### config.mk
export PLATFORM = sky130hd
export DESIGN_NAME = ethernet_tx_arbiter
export DESIGN_NICKNAME = d
export VERILOG_FILES = /design/src/rtl/ethernet_tx_arbiter.sv
export SDC_FILE = /design/constraint.sdc
export NUM_CORES = 1
export LEC_CHECK = 0
export ABC_CLOCK_PERIOD_IN_PS = 2800
export CAP_MARGIN = 0
export CORE_ASPECT_RATIO = 1.5
export CORE_UTILIZATION = 25
export CTS_CLUSTER_DIAMETER = 40
export DETAILED_ROUTE_END_ITERATION = 16
export PLACE_DENSITY = 0.49
export SLEW_MARGIN = 5
export SYNTH_ARGS = -nofsm -noshare
export SYNTH_HDL_FRONTEND = slang
export SYNTH_SLANG_ARGS = --single-unit
export TNS_END_PERCENT = 1
### constraint.sdc
create_clock -name clk -period 2.8 [get_ports clk]
set_input_delay 0.7 -clock clk [delete_from_list [all_inputs] [get_ports clk]]
set_output_delay 0.7 -clock clk [all_outputs]
set_load 0.005 [all_outputs]
### src/rtl/ethernet_tx_arbiter.sv
// Round-robin arbiter merging NUM_PORTS AXI-Stream TX sources into one MAC stream.
// Packets are passed through without buffering. A packet whose source goes silent
// for STALL_TIMEOUT cycles is terminated with an error beat, and its tail is then drained.
module ethernet_tx_arbiter #(
    parameter int NUM_PORTS     = 4,
    parameter int DATA_WIDTH    = 8,
    parameter int STALL_TIMEOUT = 1024
) (
    input  logic                            clk,
    input  logic                            reset_n,
    input  logic [NUM_PORTS*DATA_WIDTH-1:0] s_tdata,
    input  logic [NUM_PORTS-1:0]            s_tvalid,
    input  logic [NUM_PORTS-1:0]            s_tuser,
    input  logic [NUM_PORTS-1:0]            s_tlast,
    output logic [NUM_PORTS-1:0]            s_tready,
    output logic [DATA_WIDTH-1:0]           m_tdata,
    output logic                            m_tvalid,
    output logic                            m_tuser,
    output logic                            m_tlast,
    input  logic                            m_tready,
    output logic [NUM_PORTS-1:0]            grant,
    output logic [15:0]                     abort_count
);

    localparam int IW = $clog2(NUM_PORTS);
    localparam int SW = $clog2(STALL_TIMEOUT);

    typedef enum logic [1:0] {
        ST_IDLE  = 2'd0,
        ST_PASS  = 2'd1,
        ST_ABORT = 2'd2,
        ST_DRAIN = 2'd3
    } state_e;

    state_e          state_q, state_d;
    logic [IW-1:0]   gnt_q, gnt_d;
    logic [IW-1:0]   last_q, last_d;
    logic [SW-1:0]   stall_q, stall_d;
    logic [15:0]     abort_q, abort_d;
    logic [1:0]      sync_q;

    logic                  run_s;
    logic                  pick_found_s;
    logic [IW-1:0]         pick_idx_s;
    logic [DATA_WIDTH-1:0] port_data_s [NUM_PORTS];
    logic [NUM_PORTS-1:0]  gnt_onehot_s;
    logic                  g_valid_s;
    logic                  g_last_s;
    logic                  g_user_s;
    logic [DATA_WIDTH-1:0] g_data_s;

    for (genvar i = 0; i < NUM_PORTS; i++) begin : g_split
        assign port_data_s[i] = s_tdata[i*DATA_WIDTH +: DATA_WIDTH];
    end

    assign run_s        = sync_q[1];
    assign gnt_onehot_s = {{(NUM_PORTS-1){1'b0}}, 1'b1} << gnt_q;
    assign g_valid_s    = s_tvalid[gnt_q];
    assign g_last_s     = s_tlast[gnt_q];
    assign g_user_s     = s_tuser[gnt_q];
    assign g_data_s     = port_data_s[gnt_q];
    assign abort_count  = abort_q;

    // Reset release synchroniser: arbitration stays frozen until two edges after reset_n rises.
    always_ff @(posedge clk or negedge reset_n) begin
        if (!reset_n) begin
            sync_q <= 2'b00;
        end else begin
            sync_q <= {sync_q[0], 1'b1};
        end
    end

    // Round-robin scan starting just after the previous owner.
    always_comb begin
        logic [IW-1:0] cand;
        cand         = '0;
        pick_found_s = 1'b0;
        pick_idx_s   = '0;
        for (int k = 1; k <= NUM_PORTS; k++) begin
            cand = IW'((int'(last_q) + k) % NUM_PORTS);
            if (!pick_found_s && s_tvalid[cand]) begin
                pick_found_s = 1'b1;
                pick_idx_s   = cand;
            end else begin
                pick_found_s = pick_found_s;
            end
        end
    end

    // Next-state logic and stream muxing for each arbitration phase.
    always_comb begin
        state_d  = state_q;
        gnt_d    = gnt_q;
        last_d   = last_q;
        stall_d  = stall_q;
        abort_d  = abort_q;
        grant    = '0;
        s_tready = '0;
        m_tvalid = 1'b0;
        m_tdata  = '0;
        m_tuser  = 1'b0;
        m_tlast  = 1'b0;
        case (state_q)
            ST_IDLE: begin
                if (run_s && pick_found_s) begin
                    state_d = ST_PASS;
                    gnt_d   = pick_idx_s;
                    stall_d = '0;
                end else begin
                    state_d = ST_IDLE;
                end
            end
            ST_PASS: begin
                grant    = gnt_onehot_s;
                s_tready = m_tready ? gnt_onehot_s : '0;
                m_tvalid = g_valid_s;
                m_tdata  = g_data_s;
                m_tuser  = g_user_s;
                m_tlast  = g_last_s;
                if (g_valid_s && m_tready) begin
                    // A handshake always resets the stall window, even on the timeout cycle.
                    stall_d = '0;
                    if (g_last_s) begin
                        state_d = ST_IDLE;
                        last_d  = gnt_q;
                    end else begin
                        state_d = ST_PASS;
                    end
                end else if (!g_valid_s) begin
                    if (stall_q == SW'(STALL_TIMEOUT - 1)) begin
                        state_d = ST_ABORT;
                        stall_d = '0;
                        abort_d = (abort_q != 16'hFFFF) ? abort_q + 16'd1 : abort_q;
                    end else begin
                        stall_d = stall_q + SW'(1);
                    end
                end else begin
                    // Downstream backpressure: hold the stall count.
                    stall_d = stall_q;
                end
            end
            ST_ABORT: begin
                grant    = gnt_onehot_s;
                m_tvalid = 1'b1;
                m_tuser  = 1'b1;
                m_tlast  = 1'b1;
                if (m_tready) begin
                    state_d = ST_DRAIN;
                end else begin
                    state_d = ST_ABORT;
                end
            end
            ST_DRAIN: begin
                grant    = gnt_onehot_s;
                s_tready = gnt_onehot_s;
                if (g_valid_s && g_last_s) begin
                    state_d = ST_IDLE;
                    last_d  = gnt_q;
                end else begin
                    state_d = ST_DRAIN;
                end
            end
            default: begin
                state_d = ST_IDLE;
            end
        endcase
    end

    // Arbiter state registers; last owner resets to the top port so port 0 wins first.
    always_ff @(posedge clk or negedge reset_n) begin
        if (!reset_n) begin
            state_q <= ST_IDLE;
            gnt_q   <= '0;
            last_q  <= IW'(NUM_PORTS - 1);
            stall_q <= '0;
            abort_q <= 16'd0;
        end else begin
            state_q <= state_d;
            gnt_q   <= gnt_d;
            last_q  <= last_d;
            stall_q <= stall_d;
            abort_q <= abort_d;
        end
    end

endmodule

==> summary.txt, run 1 <==
Cells and area
  • Fraction of layout cells with a size suffix above 1: 17.5%
  • Layout area overhead: 56.4%
  • Nets: 391
  • Ant diodes: 0
  • Final design utilization: between 40% and 50%
  • Final Instance Area: 3560 µm²

Global routing
  • Congestion Overflow GR: 0
  • Initial antenna violation count: 0
  • Total GRT Usage: 14.0%
  • Vias in the first global route: 2238
  • First-pass GRT wire length: ~10 mm
  • Largest net degree at the start of global routing: 35

Timing
  • # setup viols final: 0
  • Tcrit/Tclk final: a little over nine tenths
  • Hold Slack: 0.348 ns
  • Fin crit period: 2.71 ns
  • RSZ-0062 raised after global routing: no
  • Final Hold Fails: 0
  • Final slew viol count: 0
  • Fmax: 369 MHz
  • Clock skew: roughly 0.0043 ns

Synthesis
  • Leading area contributor after synthesis: dfrtp_1
  • Async S/R FF share, synth: 100%
  • Flops & latches, synth: 34
  • Syn avg cell area: 9.77 µm²
  • Mapped Nets: 287
  • Number of flops mapped to enable cells by yosys: 0
  • Syn Inst Count: 233
  • Post-Syn Area: 2280 µm²
  • Synth top area share: 35.2%
  • Largest cells by area after synthesis: dfrtp_1 35%, mux4_2 11%, nand2_1 5.4%
  • Yosys warns: 0
  • Yosys cell types: slightly below 50
  • Register area share after synthesis: a little under two fifths
  • Ys flop type: dfrtp_1

Routing
  • DRT Pass-1 Iters: 4
  • Vias/cell: 4.80
  • Drc violations: 0
  • WL per Instance: 14.2 µm
  • Initial DRC count: 44
  • Routed wire length: roughly 6.4 mm
  • Post-DRT Antenna Nets: 0
  • Vias: ~2200

Floorplanning
  • Die Span Y: approximately 120 µm
  • Rows: between 40 and 50
  • I/O Pins: 82
  • DIE AREA: 9500 µm²
  • Initial Util: 25.8%
  • Area of the core: 8830 µm²
  • Die Width: 79.9 µm

Outcome
  • Outcome: complete, no violations

Setup path
  • Critical path type: in2out
  • Crit start category: input pin
  • Critical path capture point type: primary output
  • WP data required: ~2.1 ns
  • Worst-path fanout max: 2
  • Crit path arrival time: 2.01 ns

Clock network
  • Clock Path Buffers: 2
  • CTS Hold Bufs: 0
  • Clk Tree Root Cell: clkbuf_16
  • Number of CTS-inserted buffers: 5
  • H-tree levels: 2
  • CTS tree: yes
  • Clock network latency to the later pin of the worst-skew pair: 0.28 ns
  • CTS Sinks: 34
  • Reg clk slew, reported paths: around 0.060 ns

Power and ir drop
  • Pint: roughly 1.7 mW
  • Combinational Power Share: roughly half
  • Pleak: 1.51 nW
  • Flop pwr share: 25.2%
  • Sw frac: between 30% and 40%
  • Pwr dens: 701 nW/µm²
  • Peak supply drop: 0.000407 V
  • Clock share of power: 25.1%
  • Sw power: 0.834 mW

Placement
  • Post-DP HPWL: 4.91 mm
  • GP Congestion: between 0.7 and 0.8
  • IO Port Bufs: 81
  • Placed Area: 3370 µm²

Min path
  • Hold Crit Class: reg2reg

Run
  • Max Cap Violations: 0
layer usage:
layer,routed length [µm],up-vias,GRT usage [%]
met4,72,0,4.91
met2,3390,66,26.0
met5,0,-,0
met3,443,6,2.99
met1,2470,1022,15.1
li1,-,1058,-
worst paths after layout:
check / start / endpoint / slack, ns / cells past startpoint
max: s_tlast[2] / m_tlast / 0.09 / 5
min: sync_q[0] / sync_q[1] / 0.35 / 0
max reg2reg: stall_q[0] / abort_count[9] / 0.61 / 6
min reg2reg: sync_q[0] / sync_q[1] / 0.35 / 0
max in group asynchronous: reset_n / last_q[1] / 1.63 / 2
min in group asynchronous: reset_n / abort_count[8] / 0.83 / 2
worst max-delay path: stages:
cell	delay [ns]
clkdlybuf4s50_1	0.41
mux4_2	0.48
a21oi_2	0.12
nor2b_1	0.05
dlygate4sd2_1	0.25
timing repair:
action | CTS | global route
pin swaps | 2 | 0
buffers inserted | 1 | 0
gates resized for setup | 15 | 4
setup endpoints to repair | 13 | 3
cell usage in the layout, fill, tap and decap left out, drive strengths merged, types with 3 or more instances in the layout:
cell type and instances:
nand4 6, a22o 5, mux4 11, o21ai 14, and2 8, nand2 33
buf 21, nand3 7, ha 7, nor2 15, nand2b 4, nor3b 3
inv 9, clkbuf 5, a21oi 8, xor2 7, mux2 4, xnor2 7
nor3 9, clkdlybuf4s50 70, nor4 5, mux2i 3, dlygate4sd2 10, dfrtp 32
state kept, by name (all words and copies together), names as in the netlist:
name and count:
last_q 2, gnt_q 2, stall_q 10, abort_count 16
state_q 2, sync_q 2
synth_stat cells, drive strengths merged, types with 2 or more instances:
cell / number
a21oi: 8
and4: 2
nand3: 7
inv: 9
clkbuf: 3
buf: 2
o41ai: 2
nor4: 5
a21boi: 2
a22o: 5
nand4: 6
nor3: 9
mux2i: 3
dfstp: 2
ha: 7
o21ai: 14
dfrtp: 32
and2: 8
a31oi: 2
nor3b: 3
or2: 2
o31ai: 2
mux4: 11
xnor2: 7
mux2: 4
nand2: 33
nor2b: 2
nand2b: 4
xor2: 7
nor2: 15
logic make-up after synthesis:
group | Yosys count | synth area share [%]
buffers and inverters | 14 | 2.42
AOI/OAI and AO/OA | 45 | 14.0
adders and majority gates | 7 | 3.85
muxes | 18 | 14.2
DFF | 34 | 37.5
other | 1 | 0.165
and+or+nand+nor | 100 | 22.6
xor gates and xnor gates | 14 | 5.38
area by class of cell:
type / instances / area (µm²)
clock buffer: 5 / 125
clock inverter: 3 / 45.0
fill: 912 / 5270
inverter: 9 / 33.8
multi-input combinational: 185 / 1390
sequential: 34 / 855
tap: 110 / 138
timing repair buffer: 102 / 971
power groups by stage:
stage	Combinational [mW]	Sequential (mW)	Clock (mW)
2_1_floorplan	0.719	0.603	0
3_3_place_gp	1.27	0.636	0
3_5_place_dp	1.27	0.639	0
4_1_cts	1.26	0.633	0.639
5_1_grt	1.38	0.640	0.661
6_report	1.24	0.629	0.627
through the flow:
stage,power (mW),cells,TNS [ns],setup WS [ns]
finish,2.50,448,0,0.0866
global route,2.69,448,0,0.0221
floorplan,1.32,233,0,0.437
detailed placement,1.91,439,-1.27,-0.168
CTS,2.54,448,-0.0920,-0.0920
global placement,1.91,439,-1.05,-0.124
(Power assumes the default switching activity.)
==> run 2, diff against run 1 <==
--- a/config.mk
+++ b/config.mk
@@ -11,7 +11,6 @@
 export CORE_UTILIZATION = 25
 export CTS_CLUSTER_DIAMETER = 40
 export DETAILED_ROUTE_END_ITERATION = 16
-export PLACE_DENSITY = 0.49
 export SLEW_MARGIN = 5
 export SYNTH_ARGS = -nofsm -noshare
 export SYNTH_HDL_FRONTEND = slang
==> summary.txt, run 2 (synthesized netlist as in run 1, its figures left out) <==
Outcome
  • Outcome: complete, no violations

Timing
  • Clock skew: around 0.0053 ns
  • RSZ-0062 raised after global routing: yes
  • # setup viols final: 0
  • Tcrit/Tclk final: 98.7%
  • Final slew viol count: 0
  • Fmax: 362 MHz
  • Final worst slack: 0.0376 ns
  • Final Hold Fails: 0
  • Total negative slack: 0 ns
  • Fin crit period: approximately 2.8 ns

Run
  • Max Cap Violations: 0

Power and ir drop
  • Pleak: around 1.5 nW
  • Combinational Power Share: 50.9%
  • Pwr dens: 707 nW/µm²
  • Sw power: just over 0.8 mW
  • Flop pwr share: 24.4%
  • Peak supply drop: 0.000277 V
  • Sw frac: 32.6%
  • Total power: 2.53 mW
  • Pint: 1.70 mW
  • Clock share of power: between 20% and 30%

Placement
  • Post-DP HPWL: about 4.8 mm
  • Placed Area: 3390 µm²
  • IO Port Bufs: between 80 and 90
  • Pre-CTS setup slack: -0.159 ns
  • GP Congestion: 0.787

Clock network
  • CTS tree: yes
  • Clock network latency to the later pin of the worst-skew pair: 0.28 ns
  • Reg clk slew, reported paths: 0.06 ns
  • H-tree levels: 2
  • CTS Hold Bufs: 0
  • Number of CTS-inserted buffers: 5
  • CTS Sinks: 34
  • Clk Tree Root Cell: clkbuf_16
  • Clock Path Buffers: 2

Setup path
  • WP depth: 5
  • CP Launch Point: s_tuser[3]
  • R2R depth: 6
  • WP data required: 2.10 ns
  • Max stage delay on crit path: just under 0.5 ns
  • Crit start category: input pin
  • CP delay by family, top: buffers and inverters
  • Crit path arrival time: 2.06 ns
  • CP cell instances: clkdlybuf4s50_1 > mux4_2 > a21oi_2 > nor2b_1 > dlygate4sd2_1
  • Reg2reg start: stall_q[0]
  • Critical path type: in2out
  • Worst-path fanout max: 1
  • Critical path capture point type: primary output
  • Sum of buffers and inverters on the critical path: 2
  • CP max-delay cell: mux4_2

Global routing
  • Initial antenna violation count: 0
  • Vias in the first global route: 2200
  • First-pass GRT wire length: 10.1 mm
  • Total GRT Usage: 13.4%
  • Congestion Overflow GR: 0
  • Largest net degree at the start of global routing: 35

Floorplanning
  • Die Width: roughly 80 µm
  • Rows: 42
  • I/O Pins: 82
  • Die Span Y: 119 µm
  • Initial Util: 25.8%
  • DIE AREA: between 9000 and 10000 µm²
  • Area of the core: 8830 µm²

Routing
  • Vias: 2189
  • Drc violations: 0
  • Vias/cell: 4.86
  • Initial DRC count: 39
  • WL per Instance: 13.8 µm
  • Post-DRT Antenna Nets: 0
  • DRT Pass-1 Iters: 4
  • Routed wire length: 6.21 mm

Cells and area
  • Max reg flops: 16
  • Number of fill cells: approximately 870
  • Area of the multi-input gates: about 1400 µm²
  • Layout area overhead: 57.1%
  • Fraction of layout cells with a size suffix above 1: 17.4%
  • Nets: a little under 400
  • Most common cell after layout, fill and taps aside: clkdlybuf4s50_1
  • Final Instance Area: approximately 3600 µm²
  • Ant diodes: 0
  • Register area: about 850 µm²
  • Most frequent cells in the layout: 70 x clkdlybuf4s50_1, 33 x nand2_1, 32 x dfrtp_1

Min path
  • Hold Crit Class: reg2reg
  • Cells on Worst Hold Path: 0
  • Min-delay src: sync_q[0]
==> run 2: cell types whose count changed in the layout (fill, tap and decap cells not counted) <==
cell,previous run,this run
a2bb2oi_1,0,1
a2bb2oi_2,1,0
and2_1,8,7
and2_4,0,1
buf_12,1,2
buf_4,20,21
dfrtp_1,31,32
dfrtp_2,1,0
nor3b_1,2,3
nor3b_2,1,0
==> run 2: what timing repair did <==
item / in CTS / in global routing
endpoints found under the setup margin: 12 / 3
pin swaps: 1 / 0
buffers inserted: 1 / 0
gates resized for setup: 15 / 2
hold endpoints to repair: 0 / 0
==> run 2: layout make-up <==
cell class                      instances  area share [%]
Sequential cell                        34            23.8
Timing Repair Buffer                  104            27.9
Multi-Input combinational cell        185            38.7
Clock inverter                          3            1.26
Clock buffer                            5            3.50
Tap cell                              110            3.85
Inverter                                9           0.944
==> run 2: power groups by stage <==
stage | sequential, mW | clock [mW] | combinational (mW)
global route | 0.628 | 0.660 | 1.43
global placement | 0.624 | 0 | 1.31
detailed placement | 0.627 | 0 | 1.32
CTS | 0.619 | 0.646 | 1.31
finish | 0.618 | 0.624 | 1.29
floorplan | 0.603 | 0 | 0.719
==> run 2: stage by stage <==
stage / cells / hold slack [ns] / utilization [%]
floorplan: 233 / 0.331 / -
global placement: 441 / 0.332 / 38.4
detailed placement: 441 / 0.336 / 38.4
CTS: 450 / 0.350 / 40.5
global route: 450 / 0.353 / 40.5
finish: 450 / 0.346 / 40.5
==> run 2: final timing paths <==
kind                                   end  slack [ns]
max                                m_tuser        0.04
min                              sync_q[1]        0.35
max reg2reg                abort_count[14]        0.63
min reg2reg                      sync_q[1]        0.35
max in group asynchronous        last_q[1]        1.64
min in group asynchronous  abort_count[10]        0.82
==> run 2: routing by layer <==
metal / up-vias / GRT usage [%] / routed length, µm
met5: - / 0 / 0
met4: 0 / 4.80 / 66
met3: 4 / 2.84 / 404
met2: 69 / 25.3 / 3320
met1: 1045 / 14.2 / 2420
li1: 1071 / - / -
